### config.mk
export PLATFORM = sky130hd
export DESIGN_NAME = urna_result_tx
export DESIGN_NICKNAME = d
export VERILOG_FILES = /design/src/rtl/urna_pkg.sv /design/src/rtl/urna_uart_tx_byte.sv /design/src/rtl/urna_result_tx.sv
export SDC_FILE = /design/constraint.sdc
export NUM_CORES = 1
export LEC_CHECK = 0
export CORE_MARGIN = 8
export CORE_UTILIZATION = 43
export DETAILED_ROUTE_END_ITERATION = 16
export GPL_TIMING_DRIVEN = 0
export PLACE_DENSITY = 0.66
export SYNTH_ARGS = -nofsm -noshare
export SYNTH_HDL_FRONTEND = slang
export SYNTH_SLANG_ARGS = --single-unit
### constraint.sdc
create_clock -name clk -period 2.2 [get_ports clk]
set_input_delay 0.55 -clock clk [delete_from_list [all_inputs] [get_ports clk]]
set_output_delay 0.55 -clock clk [all_outputs]
set_load 0.005 [all_outputs]
### src/rtl/urna_pkg.sv
// Shared definitions for the voting-result serial reporter.
//   state_t             : top-level sequencing states
//   HEADER_DEFAULT      : first byte of every report frame
//   FRAME_BYTES         : bytes per report (header, C1, C2, Null, checksum)
//   BITS_PER_BYTE_FRAME : serial bit slots per byte (start + 8 data + stop)
package urna_pkg;

  typedef enum logic [2:0] {
    S_IDLE  = 3'd0,
    S_START = 3'd1,
    S_DATA  = 3'd2,
    S_STOP  = 3'd3,
    S_DONE  = 3'd4
  } state_t;

  localparam logic [7:0] HEADER_DEFAULT      = 8'hA5;
  localparam int         FRAME_BYTES         = 5;
  localparam int         BITS_PER_BYTE_FRAME = 10;

endpackage

### src/rtl/urna_uart_tx_byte.sv
// Single-byte 8N1 serialiser with baud counter.
//   clk, rst  : clock, synchronous active-high reset
//   load,data : present a byte; accepted when ready=1, start bit driven at once
//   tx        : registered serial output, idles high
//   ready     : idle, or in the last cycle of the stop bit (allows back-to-back)
//   bit_tick  : high in the last cycle of every bit slot
module urna_uart_tx_byte
  import urna_pkg::*;
#(
  parameter int CLKS_PER_BIT = 4
) (
  input  logic       clk,
  input  logic       rst,
  input  logic       load,
  input  logic [7:0] data,
  output logic       tx,
  output logic       ready,
  output logic       bit_tick
);

  localparam int CW = $clog2(CLKS_PER_BIT);
  localparam int NB = BITS_PER_BYTE_FRAME;

  logic [CW-1:0] baud_cnt;
  logic [NB-1:0] shreg;
  logic          active;
  logic          tx_q;
  logic          last;

  // shreg holds the remaining slots with the current one at bit 0; zeros are
  // shifted in, so only the stop bit is left once shreg == 1.
  assign bit_tick = active && (baud_cnt == CW'(CLKS_PER_BIT - 1));
  assign last     = bit_tick && (shreg == NB'(1));
  assign ready    = !active || last;
  assign tx       = tx_q;

  always_ff @(posedge clk) begin
    if (rst) begin
      baud_cnt <= '0;
      shreg    <= '0;
      active   <= 1'b0;
      tx_q     <= 1'b1;
    end else if (load && ready) begin
      shreg    <= {1'b1, data, 1'b0};
      tx_q     <= 1'b0;
      active   <= 1'b1;
      baud_cnt <= '0;
    end else if (active) begin
      if (bit_tick) begin
        baud_cnt <= '0;
        shreg    <= shreg >> 1;
        if (last) begin
          active <= 1'b0;
          tx_q   <= 1'b1;
        end else begin
          tx_q <= shreg[1];
        end
      end else begin
        baud_cnt <= baud_cnt + 1'b1;
      end
    end
  end

endmodule

### src/rtl/urna_result_tx.sv
// Voting-result reporter: on a rising edge of finish, snapshots the three
// vote totals and sends HEADER, C1, C2, Null, checksum as back-to-back 8N1
// bytes. Requests arriving while a frame is running or completing are dropped.
//   clk, rst                  : clock, synchronous active-high reset
//   finish                    : voting-over level, 0->1 requests a report
//   contadorC1/C2/Null        : vote totals, sampled only at the request edge
//   tx                        : serial line, idles high
//   busy                      : frame in progress
//   done                      : one-cycle pulse after the last stop bit
module urna_result_tx
  import urna_pkg::*;
#(
  parameter int         CLKS_PER_BIT = 4,
  parameter logic [7:0] HEADER       = HEADER_DEFAULT
) (
  input  logic       clk,
  input  logic       rst,
  input  logic       finish,
  input  logic [7:0] contadorC1,
  input  logic [7:0] contadorC2,
  input  logic [7:0] contadorNull,
  output logic       tx,
  output logic       busy,
  output logic       done
);

  localparam logic [2:0] LAST_BYTE = 3'(FRAME_BYTES - 1);

  state_t     state, state_nxt;
  logic       finish_q;
  logic       req;
  logic [2:0] byte_idx;
  logic [2:0] bit_idx;
  logic [2:0] sel_idx;
  logic [7:0] c1_q, c2_q, cn_q, chk_q;
  logic [7:0] load_data;
  logic       load;
  logic       tx_ready;
  logic       bit_tick;

  assign req = finish && !finish_q;

  urna_uart_tx_byte #(
    .CLKS_PER_BIT(CLKS_PER_BIT)
  ) u_byte (
    .clk     (clk),
    .rst     (rst),
    .load    (load),
    .data    (load_data),
    .tx      (tx),
    .ready   (tx_ready),
    .bit_tick(bit_tick)
  );

  // Byte 0 is the constant header, so the snapshot registers written at the
  // request edge are not needed until byte 1 is loaded.
  assign sel_idx = (state == S_IDLE) ? 3'd0 : byte_idx + 3'd1;

  always_comb begin
    case (sel_idx)
      3'd0:    load_data = HEADER;
      3'd1:    load_data = c1_q;
      3'd2:    load_data = c2_q;
      3'd3:    load_data = cn_q;
      default: load_data = chk_q;
    endcase
  end

  always_ff @(posedge clk) begin
    if (rst) state <= S_IDLE;
    else     state <= state_nxt;
  end

  always_comb begin
    state_nxt = state;
    load      = 1'b0;
    busy      = 1'b0;
    done      = 1'b0;
    case (state)
      S_IDLE: begin
        if (req && tx_ready) begin
          state_nxt = S_START;
          load      = 1'b1;
        end
      end
      S_START: begin
        busy = 1'b1;
        if (bit_tick) state_nxt = S_DATA;
      end
      S_DATA: begin
        busy = 1'b1;
        if (bit_tick && bit_idx == 3'd7) state_nxt = S_STOP;
      end
      S_STOP: begin
        busy = 1'b1;
        if (bit_tick && tx_ready) begin
          if (byte_idx == LAST_BYTE) begin
            state_nxt = S_DONE;
          end else begin
            state_nxt = S_START;
            load      = 1'b1;
          end
        end
      end
      S_DONE: begin
        done      = 1'b1;
        state_nxt = S_IDLE;
      end
      default: state_nxt = S_IDLE;
    endcase
  end

  // finish_q resets high so a finish level held through reset is not an edge.
  always_ff @(posedge clk) begin
    if (rst) begin
      finish_q <= 1'b1;
      byte_idx <= '0;
      bit_idx  <= '0;
      c1_q     <= '0;
      c2_q     <= '0;
      cn_q     <= '0;
      chk_q    <= '0;
    end else begin
      finish_q <= finish;
      if (state == S_IDLE && load) begin
        c1_q     <= contadorC1;
        c2_q     <= contadorC2;
        cn_q     <= contadorNull;
        chk_q    <= HEADER ^ contadorC1 ^ contadorC2 ^ contadorNull;
        byte_idx <= '0;
        bit_idx  <= '0;
      end else if (state == S_STOP && load) begin
        byte_idx <= byte_idx + 3'd1;
        bit_idx  <= '0;
      end else if (state == S_DATA && bit_tick) begin
        bit_idx <= bit_idx + 3'd1;
      end
    end
  end

endmodule

==> results.md <==
- Post-Synth Adder-Cell Area: 0.0212
- Async SR Flop Fraction: 0
- Clock root buffer: clkbuf_8
- Peak supply drop: 0.269 mV
- Mux contribution to synthesized area: 0.0671
- Count of flip-flops with a built-in enable after synthesis: 0
- Core area: 0.00672 mm^2
- Syn_area_per_cell: 8.85 um^2
- Layout Utilization: 0.517
- Final setup viols: 0
- GR Util met2: 0.260
- WL/cell: 17.1 um
- Largest net degree at the start of global routing: 17
- CP Launch Point: state[0]
- DRT Pass-1 Iters: 4
- Die Area: 0.00976 mm^2
- Post-DP HPWL: 5550 um
- Outcome: finished, final reports clean
- Crit-path max cell delay: 0.49 ns
- Data required, critical path: 1.65 ns
- Diodes inserted: 0
- Final hold viol count: 0
- Cell variety after synth: 49
- Element type at the critical path end: primary output
- Cell Chain, Critical Path: buf_4 > nor2_4 > and2_1 > clkdlybuf4s50_1
- GR Layer Usage met3: 0.0395
- Clk slew on worst S/H paths: 0.10 ns
- Vias in the first global route: 2579
- Chip width: 98.8 um
- Worst-path fanout max: 10
- Site row count: 30
- Reg2reg start: byte_idx[0]
- Routed via count: 2637
- Clock Tree Buf Depth: 2
- HP Class: reg2reg
- Synth Area in Simple Gates: 0.163
- Main combinational cell family by area after synthesis: compound AO/OA/AOI/OAI gates
- Final #Nets: 399
- Compound-Gate Fraction of Synth Area: 0.256
- CP delay by family, top: buffers and inverters
- First-pass GRT wire length: 12600 um
- Synth Flop Type: dfxtp_1
- CTS tree: built
- Setup slack, reg-to-reg: 0.13 ns
- Num CTS Buffers: 5
- Hold path startpoint: cn_q[7]
- Initial antenna violation count: 0
- Fmax: 0.468 GHz
- Post-synthesis sequential area ratio: 0.380
- TNS Setup: 0 ns
- CP arrival: 1.59 ns
- DR vias/cell: 5.89
- Drt drc: 0
- PwrDens: 593 mW/mm^2
- Clk Latency, worst-skew pair: 0.32 ns
- Area grow syn2layout: 17.9%
- Slew Viols, Final: 0
- FF+latch count, synth: 56
- Clk sinks: 56
- Setup CP Type: reg2out
- Initial Util: 0.439
- Synth Area in XOR/XNOR: 0.0594
- Final period util: 0.971
- Post-layout minimum cycle time: 2.14 ns
- Worst Setup Start Kind: flop
- RSZ-0062 raised after global routing: false
- Worst-margin pin slew: 0.688 ns
- Synth Cell Area: 0.00295 mm^2
- CP bufs+invs: 2
- Antenna viol nets, final: 0
- WL final: 7670 um
- Busiest layer in global routing: met2
- H-tree levels: 2
- Mapped Cells: 333
- Grt met1 use: 0.202
- P_leak: 0.00130 uW
- Die height: 98.8 um
- Rel. slew slack: 0.540
- Yosys warns: 0
- IO Pins: 30
- Total GRT Usage: 0.161
- Skew final: 0.0158 ns
- Syn Nets: 365
- GPL Wtd Cong: 0.897
- # Max-Cap Violations: 0
- Buffers on Ports: 28
- Layout cells sized above 1: 0.136
- Crit-path slowest cell: clkdlybuf4s50_1
- Initial drt markers: 212
- GR Overflow Total: 0
-- registers in the layout, summed over array words and instances (netlist names) --
name / cells
u_byte.tx: 1
c1_q: 8
cn_q: 8
u_byte.active: 1
chk_q: 8
state: 3
bit_idx: 3
c2_q: 8
finish_q: 1
u_byte.shreg: 10
byte_idx: 3
u_byte.baud_cnt: 2
-- power breakdown --
group | internal [uW] | switching, uW
logic | 128 | 140
registers | 1040 | 15.5
clock network | 402 | 334
total | 1570 | 489
-- per-layer routing --
layer | routed length, um | share of wire
met1 | 3450 | 0.45
met4 | 123 | 0.016
met3 | 437 | 0.057
met2 | 3660 | 0.48
met5 | 0 | 0
-- tightest hold or removal path, delay by kind of cell (launching register included) --
family,cells,cell delay (ns)
compound gates,2,0.12
flops,1,0.31
-- cell type report --
type                            instances  area [um^2]
Inverter                                5         18.8
Clock inverter                          1         30.0
Multi-Input combinational cell        245         1690
Timing Repair Buffer                   28          280
Sequential cell                        56         1120
Buffer                                 26          139
Tap cell                               80          100
Fill cell                             649         3240
Clock buffer                            7         96.3
-- final timing paths --
path | end | cells after the start
min reg2reg | cn_q[7] | 2
max | done | 4
max reg2reg | u_byte.shreg[1] | 7
min | cn_q[7] | 2
-- repair_timing --
item,in CTS,in global routing
pin swaps,0,0
setup buffers,0,0
hold buffers,0,0
endpoints found under the setup margin,18,16
resized for setup,4,6
-- cell families after synthesis --
logic type               count (synthesis)
AO/OA/AOI/OAI                          118
AND/OR/NAND/NOR                         83
flip-flops                              56
buffers and inverters                   32
XOR/XNOR                                20
multiplexers                            19
adder cells (fa/ha/maj)                  5
-- per-stage QoR --
| step | setup slack [ns] | cell area [um^2] | power (uW) | std cells | hold WS (ns) |
|---|---|---|---|---|---|
| 2_1_floorplan | 0.0646 | 2950 | 1230 | 333 | 0.444 |
| 3_3_place_gp | -0.379 | 3330 | 1340 | 441 | 0.458 |
| 3_5_place_dp | -0.442 | 3330 | 1340 | 441 | 0.468 |
| 4_1_cts | 0.00689 | 3460 | 2070 | 448 | 0.481 |
| 5_1_grt | 0.00486 | 3480 | 2140 | 448 | 0.494 |
| 6_report | 0.0631 | 3480 | 2060 | 448 | 0.479 |
-- cells in the final DEF, fill, tap and decap left out, drive strengths merged, types with 2 or more instances in the layout --
cell type and count:
nand2b 2, a21oi 49, dfxtp 56, nor3 3, nor4b 2, xor2 2
a21o 7, o221ai 4, mux2 6, a31o 2, o21ai 32, buf 15
nor2 11, and3 8, mux2i 13, nor4 2, o41ai 4, nand3 33
inv 5, ha 5, nand2 10, a211o 2, a211oi 4, or3 5
clkdlybuf4s50 28, xnor2 18, o22a 4, and2 2, clkbuf 18, o22ai 5
-- synthesized netlist by cell type, types with 2 or more instances --
library cell / count / area (um^2)
a211oi_1: 4 / 30.0
inv_1: 5 / 18.8
mux2i_1: 13 / 130
nand2b_1: 2 / 12.5
o41ai_2: 4 / 65.1
or3_1: 4 / 25.0
a21o_1: 7 / 52.6
o21ai_0: 31 / 155
buf_4: 2 / 15.0
xor2_1: 2 / 17.5
a21oi_1: 49 / 245
and2_1: 2 / 12.5
nand3_1: 33 / 165
nand2_1: 10 / 37.5
nor4b_2: 2 / 30.0
buf_2: 10 / 50.1
buf_6: 2 / 22.5
o22ai_1: 4 / 25.0
o22a_1: 4 / 35.0
ha_1: 5 / 62.6
dfxtp_1: 56 / 1120
clkbuf_1: 12 / 45.0
mux2_2: 6 / 67.6
a211o_1: 2 / 17.5
a31o_2: 2 / 17.5
xnor2_1: 18 / 158
o221ai_1: 4 / 35.0
nor2_1: 10 / 37.5
and3_1: 8 / 50.1
(Power assumes the default switching activity.)
